`config.mk`:
```
export PLATFORM = sky130hd
export DESIGN_NAME = sram_arbiter
export DESIGN_NICKNAME = d
export VERILOG_FILES = /design/src/rtl/sram_arbiter.sv
export SDC_FILE = /design/constraint.sdc
export NUM_CORES = 1
export LEC_CHECK = 0
export BUFFER_PORTS_ARGS = -buffer_cell sky130_fd_sc_hd__buf_2
export CORE_AREA = 4 4 107 109
export CTS_BUF_LIST = sky130_fd_sc_hd__clkbuf_4
export CTS_CLUSTER_SIZE = 8
export DETAILED_ROUTE_END_ITERATION = 16
export DIE_AREA = 0 0 111 113
export PLACE_DENSITY_LB_ADDON = 0.2
export SLEW_MARGIN = 40
export SYNTH_ARGS = -nofsm -noshare
export SYNTH_HDL_FRONTEND = slang
export SYNTH_SLANG_ARGS = --single-unit
```
`constraint.sdc`:
```
create_clock -name clk -period 2.5 [get_ports clk]
set_input_delay 0.125 -clock clk [delete_from_list [all_inputs] [get_ports clk]]
set_output_delay 0.125 -clock clk [all_outputs]
set_load 0.02 [all_outputs]
```
`src/rtl/sram_arbiter.sv`:
```
// sram_arbiter: shares one single-port SRAM between instruction-fetch and load/store ports
module sram_arbiter #(
  parameter int AW          = 32,
  parameter int DW          = 32,
  parameter int MAX_DSTREAK = 4,
  parameter int CNT_W       = 16
) (
  input  logic             clk,
  input  logic             reset_n,
  input  logic             i_req,
  input  logic [AW-1:0]    i_addr,
  output logic             i_gnt,
  output logic             i_rvalid,
  output logic [DW-1:0]    i_rdata,
  input  logic             d_req,
  input  logic             d_we,
  input  logic [AW-1:0]    d_addr,
  input  logic [DW-1:0]    d_wdata,
  output logic             d_gnt,
  output logic             d_rvalid,
  output logic [DW-1:0]    d_rdata,
  output logic             sram_en,
  output logic             sram_we,
  output logic [AW-1:0]    sram_addr,
  output logic [DW-1:0]    sram_wdata,
  input  logic [DW-1:0]    sram_rdata,
  input  logic             perf_clr,
  output logic [CNT_W-1:0] i_stall_cnt
);
  localparam int SW = $clog2(MAX_DSTREAK + 1);
  localparam logic [SW-1:0] DMAX = SW'(MAX_DSTREAK);
  logic [SW-1:0] dstreak;
  logic          rv_i;
  logic          rv_d;
  // D wins unless it has already beaten a waiting I MAX_DSTREAK times in a row
  assign i_gnt      = i_req & (~d_req | (dstreak == DMAX));
  assign d_gnt      = d_req & ~i_gnt;
  assign sram_en    = i_gnt | d_gnt;
  assign sram_we    = d_gnt & d_we;
  assign sram_addr  = i_gnt ? i_addr : d_addr;
  assign sram_wdata = d_wdata;
  assign i_rvalid   = rv_i;
  assign d_rvalid   = rv_d;
  assign i_rdata    = sram_rdata;
  assign d_rdata    = sram_rdata;
  // streak tracking and one-cycle read-return flags
  always_ff @(posedge clk or negedge reset_n) begin
    if (!reset_n) begin
      dstreak <= '0;
      rv_i    <= 1'b0;
      rv_d    <= 1'b0;
    end else begin
      dstreak <= (i_gnt | ~i_req) ? '0 : d_gnt ? dstreak + 1'b1 : dstreak;
      rv_i    <= i_gnt;
      rv_d    <= d_gnt & ~d_we;
    end
  end
  // saturating count of cycles I spends waiting; clear wins over a stall
  always_ff @(posedge clk or negedge reset_n) begin
    if (!reset_n) i_stall_cnt <= '0;
    else i_stall_cnt <= perf_clr ? '0 : (i_req & ~i_gnt & ~&i_stall_cnt) ? i_stall_cnt + 1'b1 : i_stall_cnt;
  end
endmodule

```
==> impl_metrics.csv, run 1 <==
group,metric,value,unit
outcome,status,"complete, no violations",
clock_network,htree_num_levels,1,
grt,antenna_found_initial,1,
sta,finalSetupTns,0,ns
sta,hold_viol_final,0,
critical_path,cp.arrival,2.44,ns
cells_and_area,mostFrequentLayoutCells,"buf_2 (123), mux2_2 (34), dfrtp_1 (21)",
route,drc,0,
cells_and_area,antenna_cells,0,
sta,max_freq,0.455,GHz
clock_network,cts_hold_buffers,2,
route,routedWlPerCell,17.8,um
logic_synthesis,synth_area,0.00225,mm^2
logic_synthesis,ys.warnings.count,0,
route,firstDrtPassIters,4,
die,initial_core_util,0.212,
sta,setup_slack,0.301,ns
logic_synthesis,avgSynthCellArea,8.83,um^2
clock_network,clk_latency,0.30,ns
critical_path,cpLargestDelayFamily,"simple AND/OR/NAND/NOR gates",
die,dieArea,0.0125,mm^2
pwr,power_density,338,mW/mm^2
sta,min_period,2.20,ns
critical_path,cp-end-kind,"flop",
clock_network,cts.sinks,21,
sta,rsz0062_at_grt,"false",
grt,grt_max_degree,36,
route,drtIter0Drc,48,
grt,grt_util_met3,0.0572,
sta,slew_headroom,0.636,
die,core_area,0.0106,mm^2
clock_network,cts.repair.resized,0,
pwr,leakagePower,1.15,nW
grt,grt.met1_usage,0.123,
grt,gr-total-overflow,0,
clock_network,clockBufferDepth,2,
logic_synthesis,synthCells,255,
die,row_count,38,
critical_path,slowest_stage,"or4_4",
critical_path,reg2reg_slack,0.30,ns
die,ioPinCount,284,
hold_path,hp-class,"primary input to flop",
route,num_vias,1830,
grt,grt_pass1_vias,1844,
sta,finalCritPeriodShare,0.880,
logic_synthesis,ys_types,35,
grt,grt.total_usage,0.112,
critical_path,required,2.74,ns
critical_path,path_buf_inv,1,
critical_path,crit_type,"flop to flop",
cells_and_area,fillers,1195,
logic_synthesis,synth.net_count,392,
critical_path,critPathMaxStageDelay,0.59,ns
clock_network,cts_root_buf,"clkbuf_4",
placed_design,dp_slack,0.338,ns
logic_synthesis,ys_seq_elements,21,
placed_design,hpwl,6480,um
clock_network,numCtsBuffers,3,
cells_and_area,layout_commonest_cell,"buf_2",
critical_path,critPathMaxFanout,11,
placed_design,port_buffers,123,
cells_and_area,drive_above_1_share,0.592,
logic_synthesis,synthArstFlopShare,1.00,
cells_and_area,area_growth,5.06,%
route,viasPerCell,4.34,
sta,finalClockSkew,0.00200,ns
sta,setup_viol,0,
flow_run,maxCapViolations,0,
grt,grt_use_met2,0.199,
cells_and_area,final_nets,420,
logic_synthesis,yosysSeqAreaShare,0.233,
critical_path,cp_cell_sequence,"inv_1 > ha_1 > a21bo_2 > or4_4 > or4_1 > a21oi_1",
critical_path,worstSetupStartpointType,"flop",
pwr,vdd.ir_drop.worst,0.103,mV
grt,grt_pass1_wl,11000,um
clock_network,postCtsSetupRepairBufs,0,
route,postRouteAntennaNets,0,
sta,report.final.slew_viol_count,0,
placed_design,gp_congestion,0.763,
die,die_w,111,um
clock_network,cts_tree,"yes",
logic_synthesis,synth_edf_count,0,
clock_network,clk_pin_slew,0.12,ns
sta,tightest_slew,0.541,ns
logic_synthesis,synth_ff_type,"dfrtp_1",
grt,top_usage_layer,"met2",
route,wirelength,7510,um
die,fp.dieH,113,um
cells in the mapped netlist (2+ instances only):
library cell | instances | area [um^2]
nor2_1 | 7 | 26.3
nand2b_1 | 2 | 12.5
and2_1 | 4 | 25.0
nand3_1 | 6 | 30.0
nor4_1 | 2 | 12.5
ha_1 | 3 | 37.5
dfrtp_1 | 21 | 526
mux2_2 | 34 | 383
buf_4 | 96 | 721
clkbuf_1 | 6 | 22.5
a31oi_1 | 4 | 25.0
nand4_1 | 4 | 25.0
a21oi_1 | 10 | 50.1
buf_1 | 2 | 7.51
nor3_1 | 5 | 25.0
or4_1 | 8 | 60.1
o31ai_1 | 8 | 60.1
nor2b_1 | 3 | 18.8
inv_1 | 7 | 26.3
nand2_1 | 6 | 22.5
and3_1 | 3 | 18.8
state kept, by name (all words and copies together), names as in the netlist:
signal	count
i_rvalid	1
dstreak	3
d_rvalid	1
i_stall_cnt	16
final cells by class:
type,count,area [um^2],share of cell area
clock buffer,4,30.0,0.0127
inverter,7,26.3,0.0111
multi-input combinational,122,937,0.396
sequential,21,526,0.222
tap,140,175,0.0741
timing repair buffer,128,671,0.284
layer usage:
metal | wire length [um] | share of wire
met3 | 915 | 0.12
met4 | 20 | 0.0027
met5 | 20 | 0.0027
met1 | 2780 | 0.37
met2 | 3770 | 0.50
cells by family after synthesis:
kind of cell | share of synthesized area
and+or+nand+nor | 0.137
AOI/OAI and AO/OA | 0.0839
buffers and inverters | 0.350
adders and majority gates | 0.0167
xor gates and xnor gates | 0.00389
DFF | 0.233
muxes | 0.175
power by group:
group          switching [W]  internal, W
sequential        0.00000410     0.000345
combinational       0.000150     0.000123
clock               0.000106    0.0000731
worst register-to-register path, cell delays in order (launching register included):
cell,delay [ns]
dfrtp_1,0.39
inv_1,0.05
ha_1,0.20
a21bo_2,0.21
or4_4,0.59
or4_1,0.53
a21oi_1,0.16
metrics by stage:
step / instances / utilization / cell area, um^2 / power, W / hold slack (ns)
floorplan: 255 / - / 2250 / 0.000720 / -0.171
global placement: 416 / 0.218 / 2310 / 0.000632 / 0.135
detailed placement: 416 / 0.218 / 2310 / 0.000633 / 0.135
CTS: 422 / 0.223 / 2360 / 0.000828 / 0.128
global route: 422 / 0.223 / 2360 / 0.000855 / 0.138
finish: 422 / 0.223 / 2360 / 0.000800 / 0.142
final timing paths:
| check | from | to | cells past startpoint |
|---|---|---|---|
| worst max-delay path | dstreak[0]$_DFFE_PN0P_ | i_stall_cnt[9]$_DFFE_PN0P_ | 6 |
| worst min-delay path | i_req | dstreak[1]$_DFFE_PN0P_ | 2 |
| worst max register to register | dstreak[0]$_DFFE_PN0P_ | i_stall_cnt[9]$_DFFE_PN0P_ | 6 |
| worst min register to register | dstreak[0]$_DFFE_PN0P_ | dstreak[0]$_DFFE_PN0P_ | 1 |
| max in group asynchronous | reset_n | i_stall_cnt[2]$_DFFE_PN0P_ | 2 |
| min in group asynchronous | reset_n | i_stall_cnt[15]$_DFFE_PN0P_ | 2 |
No activity file was read; power rests on OpenSTA's default activity.
==> inputs of run 2 (changes only) <==
--- a/config.mk
+++ b/config.mk
@@ -6,11 +6,11 @@
 export NUM_CORES = 1
 export LEC_CHECK = 0
 export BUFFER_PORTS_ARGS = -buffer_cell sky130_fd_sc_hd__buf_2
-export CORE_AREA = 4 4 107 109
+export CORE_AREA = 5 5 108 110
 export CTS_BUF_LIST = sky130_fd_sc_hd__clkbuf_4
 export CTS_CLUSTER_SIZE = 8
 export DETAILED_ROUTE_END_ITERATION = 16
-export DIE_AREA = 0 0 111 113
+export DIE_AREA = 0 0 113 115
 export PLACE_DENSITY_LB_ADDON = 0.2
 export SLEW_MARGIN = 40
 export SYNTH_ARGS = -nofsm -noshare
==> run 2 against run 1 <==
Net effect:
- first-iteration DRC count fell by 25%
- clock skew rose by 0.0092 ns
- clock power rose by 2%
- largest cell class unchanged
- utilization barely moved
==> impl_metrics.csv, run 2 (same netlist as run 1, synthesis figures left out) <==
group,metric,value,unit
clock_network,clk_latency,0.31,ns
route,viasPerCell,4.16,
die,ioPinCount,284,
sta,slew_headroom,0.615,
critical_path,cp_cell_sequence,"inv_1 > ha_1 > a21bo_2 > nand2_1 > buf_4 > mux2_2 > buf_2",
clock_network,cts.repair.resized,0,
sta,max_freq,0.439,GHz
cells_and_area,fillers,1201,
cells_and_area,mostFrequentLayoutCells,"buf_2 (123), mux2_2 (34), dfrtp_1 (21)",
die,initial_core_util,0.212,
sta,worst_hold_slack,0.151,ns
route,wirelength,7360,um
sta,min_period,2.28,ns
critical_path,worstSetupStartpointType,"flop",
pwr,vdd.ir_drop.worst,0.134,mV
grt,antenna_found_initial,0,
sta,finalClockSkew,0.0112,ns
clock_network,htree_num_levels,1,
pwr,intPower,0.000538,W
die,core_area,0.0106,mm^2
grt,grt.total_usage,0.106,
clock_network,clk_pin_slew,0.12,ns
clock_network,clockBufferDepth,2,
sta,finalCritPeriodShare,0.912,
placed_design,hpwl,6320,um
sta,rsz0062_at_grt,"false",
clock_network,cts_root_buf,"clkbuf_4",
cells_and_area,multiInputGateArea,937,um^2
grt,gr-total-overflow,0,
cells_and_area,reg_top3,"i_stall_cnt (16), dstreak (3)",
placed_design,port_buffers,123,
clock_network,cts.sinks,21,
placed_design,placed_area,0.00231,mm^2
grt,grt_max_degree,36,
route,postRouteAntennaNets,0,
pwr,p_total,0.000799,W
route,drc,0,
hold_path,hp-class,"primary input to flop",
critical_path,crit_type,"flop to output port",
outcome,status,"complete, no violations",
cells_and_area,layout_commonest_cell,"buf_2",
sta,finalSetupTns,0,ns
grt,grt_pass1_wl,10600,um
pwr,leakagePower,1.15,nW
pwr,clkPwrFrac,0.229,
sta,tightest_slew,0.574,ns
flow_run,maxCapViolations,0,
critical_path,cp-end-kind,"output port",
critical_path,cp.arrival,2.15,ns
die,row_count,38,
placed_design,gp_congestion,0.726,
sta,hold_viol_final,0,
route,routedWlPerCell,17.4,um
cells_and_area,regArea,526,um^2
cells_and_area,largest_reg_flops,16,
route,firstDrtPassIters,4,
sta,report.final.slew_viol_count,0,
critical_path,critPathMaxFanout,35,
critical_path,required,2.38,ns
pwr,pwr-share-comb,0.335,
die,die_w,113,um
die,fp.dieH,115,um
pwr,swShare,0.326,
grt,grt_pass1_vias,1798,
cells_and_area,area_growth,4.84,%
sta,setup_viol,0,
critical_path,critPathMaxStageDelay,0.39,ns
pwr,power_density,338,mW/mm^2
cells_and_area,fin_util,0.223,
route,drtIter0Drc,36,
critical_path,slowest_stage,"dfrtp_1",
cells_and_area,drive_above_1_share,0.594,
route,num_vias,1758,
clock_network,cts_tree,"yes",
pwr,power.switching,0.000261,W
clock_network,numCtsBuffers,3,
cells_and_area,top_register,"i_stall_cnt",
clock_network,postCtsSetupRepairBufs,0,
cells_and_area,antenna_cells,0,
die,dieArea,0.0130,mm^2
cells_and_area,final_nets,421,
pwr,seq_power_share,0.436,
cells_and_area,postLayoutCellArea,0.00236,mm^2
[run 2: cell types whose count changed in the layout (fill, tap and decap cells not counted), sizes merged]
| cell | previous run | this run |
|---|---|---|
| buf | 126 | 127 |
[run 2: timing repair]
action,in CTS,in global routing
endpoints found under the hold margin,22,0
endpoints found under the setup margin,0,0
hold buffers,2,0
[run 2: final timing paths]
check	startpoint	endpoint	slack (ns)	cells after the start
max	dstreak[0]$_DFFE_PN0P_	sram_addr[0]	0.22	7
min	i_req	dstreak[1]$_DFFE_PN0P_	0.15	2
max reg2reg	dstreak[0]$_DFFE_PN0P_	i_stall_cnt[11]$_DFFE_PN0P_	0.33	6
min reg2reg	dstreak[0]$_DFFE_PN0P_	dstreak[0]$_DFFE_PN0P_	0.47	1
max in group asynchronous	reset_n	i_stall_cnt[1]$_DFFE_PN0P_	1.84	2
min in group asynchronous	reset_n	i_stall_cnt[13]$_DFFE_PN0P_	0.30	2
[run 2: power groups by stage]
stage	sequential (W)	combinational [W]	clock [W]
final	0.000348	0.000268	0.000183
after global routing	0.000349	0.000292	0.000211
after CTS	0.000348	0.000277	0.000193
after detailed placement	0.000355	0.000273	0
after global placement	0.000355	0.000274	0
after floorplan	0.000359	0.000361	0
[run 2: layout make-up]
cell class                      count  share of cell area
Tap cell                          140              0.0742
Sequential cell                    21               0.223
Clock buffer                        4              0.0127
Inverter                            7              0.0111
Timing Repair Buffer              129               0.282
Multi-Input combinational cell    122               0.397
[run 2: per-layer routing]
metal / share of wire / GRT usage
met5: 0 / 0
met3: 0.12 / 0.0516
met2: 0.51 / 0.190
met4: 0.0086 / 0.0200
met1: 0.37 / 0.115
[run 2: critical path, delay by kind of cell, from the launching register on]
kind,cells,cell delay (ns)
AO/OA/AOI/OAI,1,0.21
buffers and inverters,3,0.58
flip-flops,1,0.39
adder cells (fa/ha/maj),1,0.20
multiplexers,1,0.39
AND/OR/NAND/NOR,1,0.06
[run 2: through the flow]
stage                     setup WS (ns)  std cells
final                             0.220        423
after global routing             0.0762        423
after CTS                         0.181        423
after detailed placement          0.346        417
after global placement            0.371        417
after floorplan                   0.373        255
==> inputs of run 3 (changes only) <==
--- a/config.mk
+++ b/config.mk
@@ -11,7 +11,7 @@
 export CTS_CLUSTER_SIZE = 8
 export DETAILED_ROUTE_END_ITERATION = 16
 export DIE_AREA = 0 0 113 115
-export PLACE_DENSITY_LB_ADDON = 0.2
+export PLACE_DENSITY = 0.6
 export SLEW_MARGIN = 40
 export SYNTH_ARGS = -nofsm -noshare
 export SYNTH_HDL_FRONTEND = slang
==> run 3 against run 2 <==
Net effect:
- sequential share of layout area grew 0.12 points
- sequential power barely moved
- flip-flop and latch count is the same
- setup slack improved by 0.090 ns
- via count grew 5.7%
- clock power fell by 5%
- critical endpoint is now i_stall_cnt[14]$_DFFE_PN0P_
==> impl_metrics.csv, run 3 (same netlist as run 1, synthesis figures left out) <==
group,metric,value,unit
outcome,status,"complete, no violations",
placed_design,gp_congestion,0.817,
sta,rsz0062_at_grt,"false",
clock_network,htree_num_levels,1,
critical_path,path_buf_inv,1,
hold_path,hp-class,"primary input to flop",
cells_and_area,final_nets,418,
pwr,power.switching,0.000262,W
die,fp.dieH,115,um
pwr,vdd.ir_drop.worst,0.119,mV
route,num_vias,1858,
pwr,seq_power_share,0.435,
cells_and_area,antenna_cells,0,
sta,finalSetupTns,0,ns
grt,grt_pass1_wl,11700,um
grt,grt.total_usage,0.118,
clock_network,cts_root_buf,"clkbuf_4",
clock_network,cts_tree,"yes",
sta,slew_headroom,0.676,
grt,gr-total-overflow,0,
die,dieArea,0.0130,mm^2
sta,hold_viol_final,0,
pwr,swShare,0.327,
pwr,pwr-share-comb,0.347,
flow_run,maxCapViolations,0,
cells_and_area,fin_util,0.221,
sta,finalClockSkew,0.0121,ns
cells_and_area,reg_top3,"i_stall_cnt (16), dstreak (3)",
cells_and_area,layout_commonest_cell,"buf_2",
clock_network,clockBufferDepth,2,
route,firstDrtPassIters,4,
grt,antenna_found_initial,0,
critical_path,cp_cell_sequence,"inv_1 > ha_1 > a21boi_0 > nand3_1 > nor4_1 > mux2_2",
sta,tightest_slew,0.482,ns
pwr,power_density,341,mW/mm^2
route,postRouteAntennaNets,0,
pwr,intPower,0.000539,W
pwr,leakagePower,1.14,nW
route,routedWlPerCell,19.6,um
hold_path,hp-start,"d_we",
critical_path,cp.arrival,2.40,ns
critical_path,crit_type,"flop to flop",
placed_design,placed_area,0.00231,mm^2
cells_and_area,drive_above_1_share,0.593,
grt,grt_pass1_vias,1887,
cells_and_area,top_register,"i_stall_cnt",
sta,min_period,2.19,ns
critical_path,r2r-start,"dstreak[0]$_DFFE_PN0P_",
die,core_area,0.0106,mm^2
clock_network,cts.sinks,21,
critical_path,required,2.71,ns
sta,worst_hold_slack,0.0258,ns
route,wirelength,8230,um
critical_path,critPathMaxFanout,12,
route,viasPerCell,4.42,
pwr,clkPwrFrac,0.218,
critical_path,crit_start,"dstreak[0]$_DFFE_PN0P_",
grt,grt_max_degree,36,
clock_network,numCtsBuffers,3,
critical_path,slowest_stage,"dfrtp_1",
die,initial_core_util,0.212,
sta,report.final.slew_viol_count,0,
placed_design,port_buffers,123,
cells_and_area,mostFrequentLayoutCells,"buf_2 (123), mux2_2 (34), dfrtp_1 (21)",
sta,setup_viol,0,
clock_network,clk_latency,0.30,ns
cells_and_area,largest_reg_flops,16,
cells_and_area,area_growth,4.28,%
critical_path,worstSetupStartpointType,"flop",
placed_design,dp_slack,0.312,ns
die,row_count,38,
cells_and_area,postLayoutCellArea,0.00235,mm^2
route,drc,0,
critical_path,cp-end-kind,"flop",
die,ioPinCount,284,
sta,max_freq,0.457,GHz
critical_path,cpLargestDelayFamily,"simple AND/OR/NAND/NOR gates",
die,die_w,113,um
critical_path,critPathMaxStageDelay,0.38,ns
clock_network,postCtsSetupRepairBufs,0,
clock_network,cts.repair.resized,0,
route,drtIter0Drc,106,
clock_network,clk_pin_slew,0.12,ns
sta,setup_slack,0.310,ns
placed_design,hpwl,7230,um
sta,finalCritPeriodShare,0.876,
-- run 3: power groups by stage --
stage	logic, W	registers [W]	clock network [W]
2_1_floorplan	0.000361	0.000359	0
3_3_place_gp	0.000281	0.000354	0
3_5_place_dp	0.000282	0.000355	0
4_1_cts	0.000286	0.000348	0.000187
5_1_grt	0.000298	0.000349	0.000205
6_report	0.000277	0.000348	0.000174
-- run 3: timing repair --
item,in CTS,in global routing
setup endpoints to repair,0,0
hold endpoints to repair,21,0
hold buffers,1,0
-- run 3: worst paths after layout --
kind | end | slack [ns] | cells after the start
setup / recovery | i_stall_cnt[14]$_DFFE_PN0P_ | 0.31 | 6
max in group asynchronous | i_stall_cnt[0]$_DFFE_PN0P_ | 1.86 | 2
hold / removal | d_rvalid$_DFF_PN0_ | 0.03 | 2
min in group asynchronous | i_stall_cnt[9]$_DFFE_PN0P_ | 0.29 | 2
hold reg to reg | dstreak[0]$_DFFE_PN0P_ | 0.47 | 1
setup reg to reg | i_stall_cnt[14]$_DFFE_PN0P_ | 0.31 | 6
-- run 3: layout make-up --
cell class / instances / area, um^2
clock buffers: 4 / 30.0
fillers: 1205 / 8260
inverters: 7 / 26.3
multi-input cells: 122 / 937
flip-flops and latches: 21 / 526
well taps: 140 / 175
repair buffers: 126 / 653
-- run 3: per-layer routing --
layer,GRT usage,vias to the layer above,share of wire
met5,0,-,0
met4,0.00962,0,0.0019
met3,0.0689,2,0.14
met2,0.216,163,0.51
met1,0.121,849,0.35
li1,-,844,-
-- run 3: stage by stage --
stage / power [W] / cells
finish: 0.000800 / 420
global route: 0.000852 / 420
CTS: 0.000821 / 420
detailed placement: 0.000637 / 415
global placement: 0.000635 / 415
floorplan: 0.000720 / 255
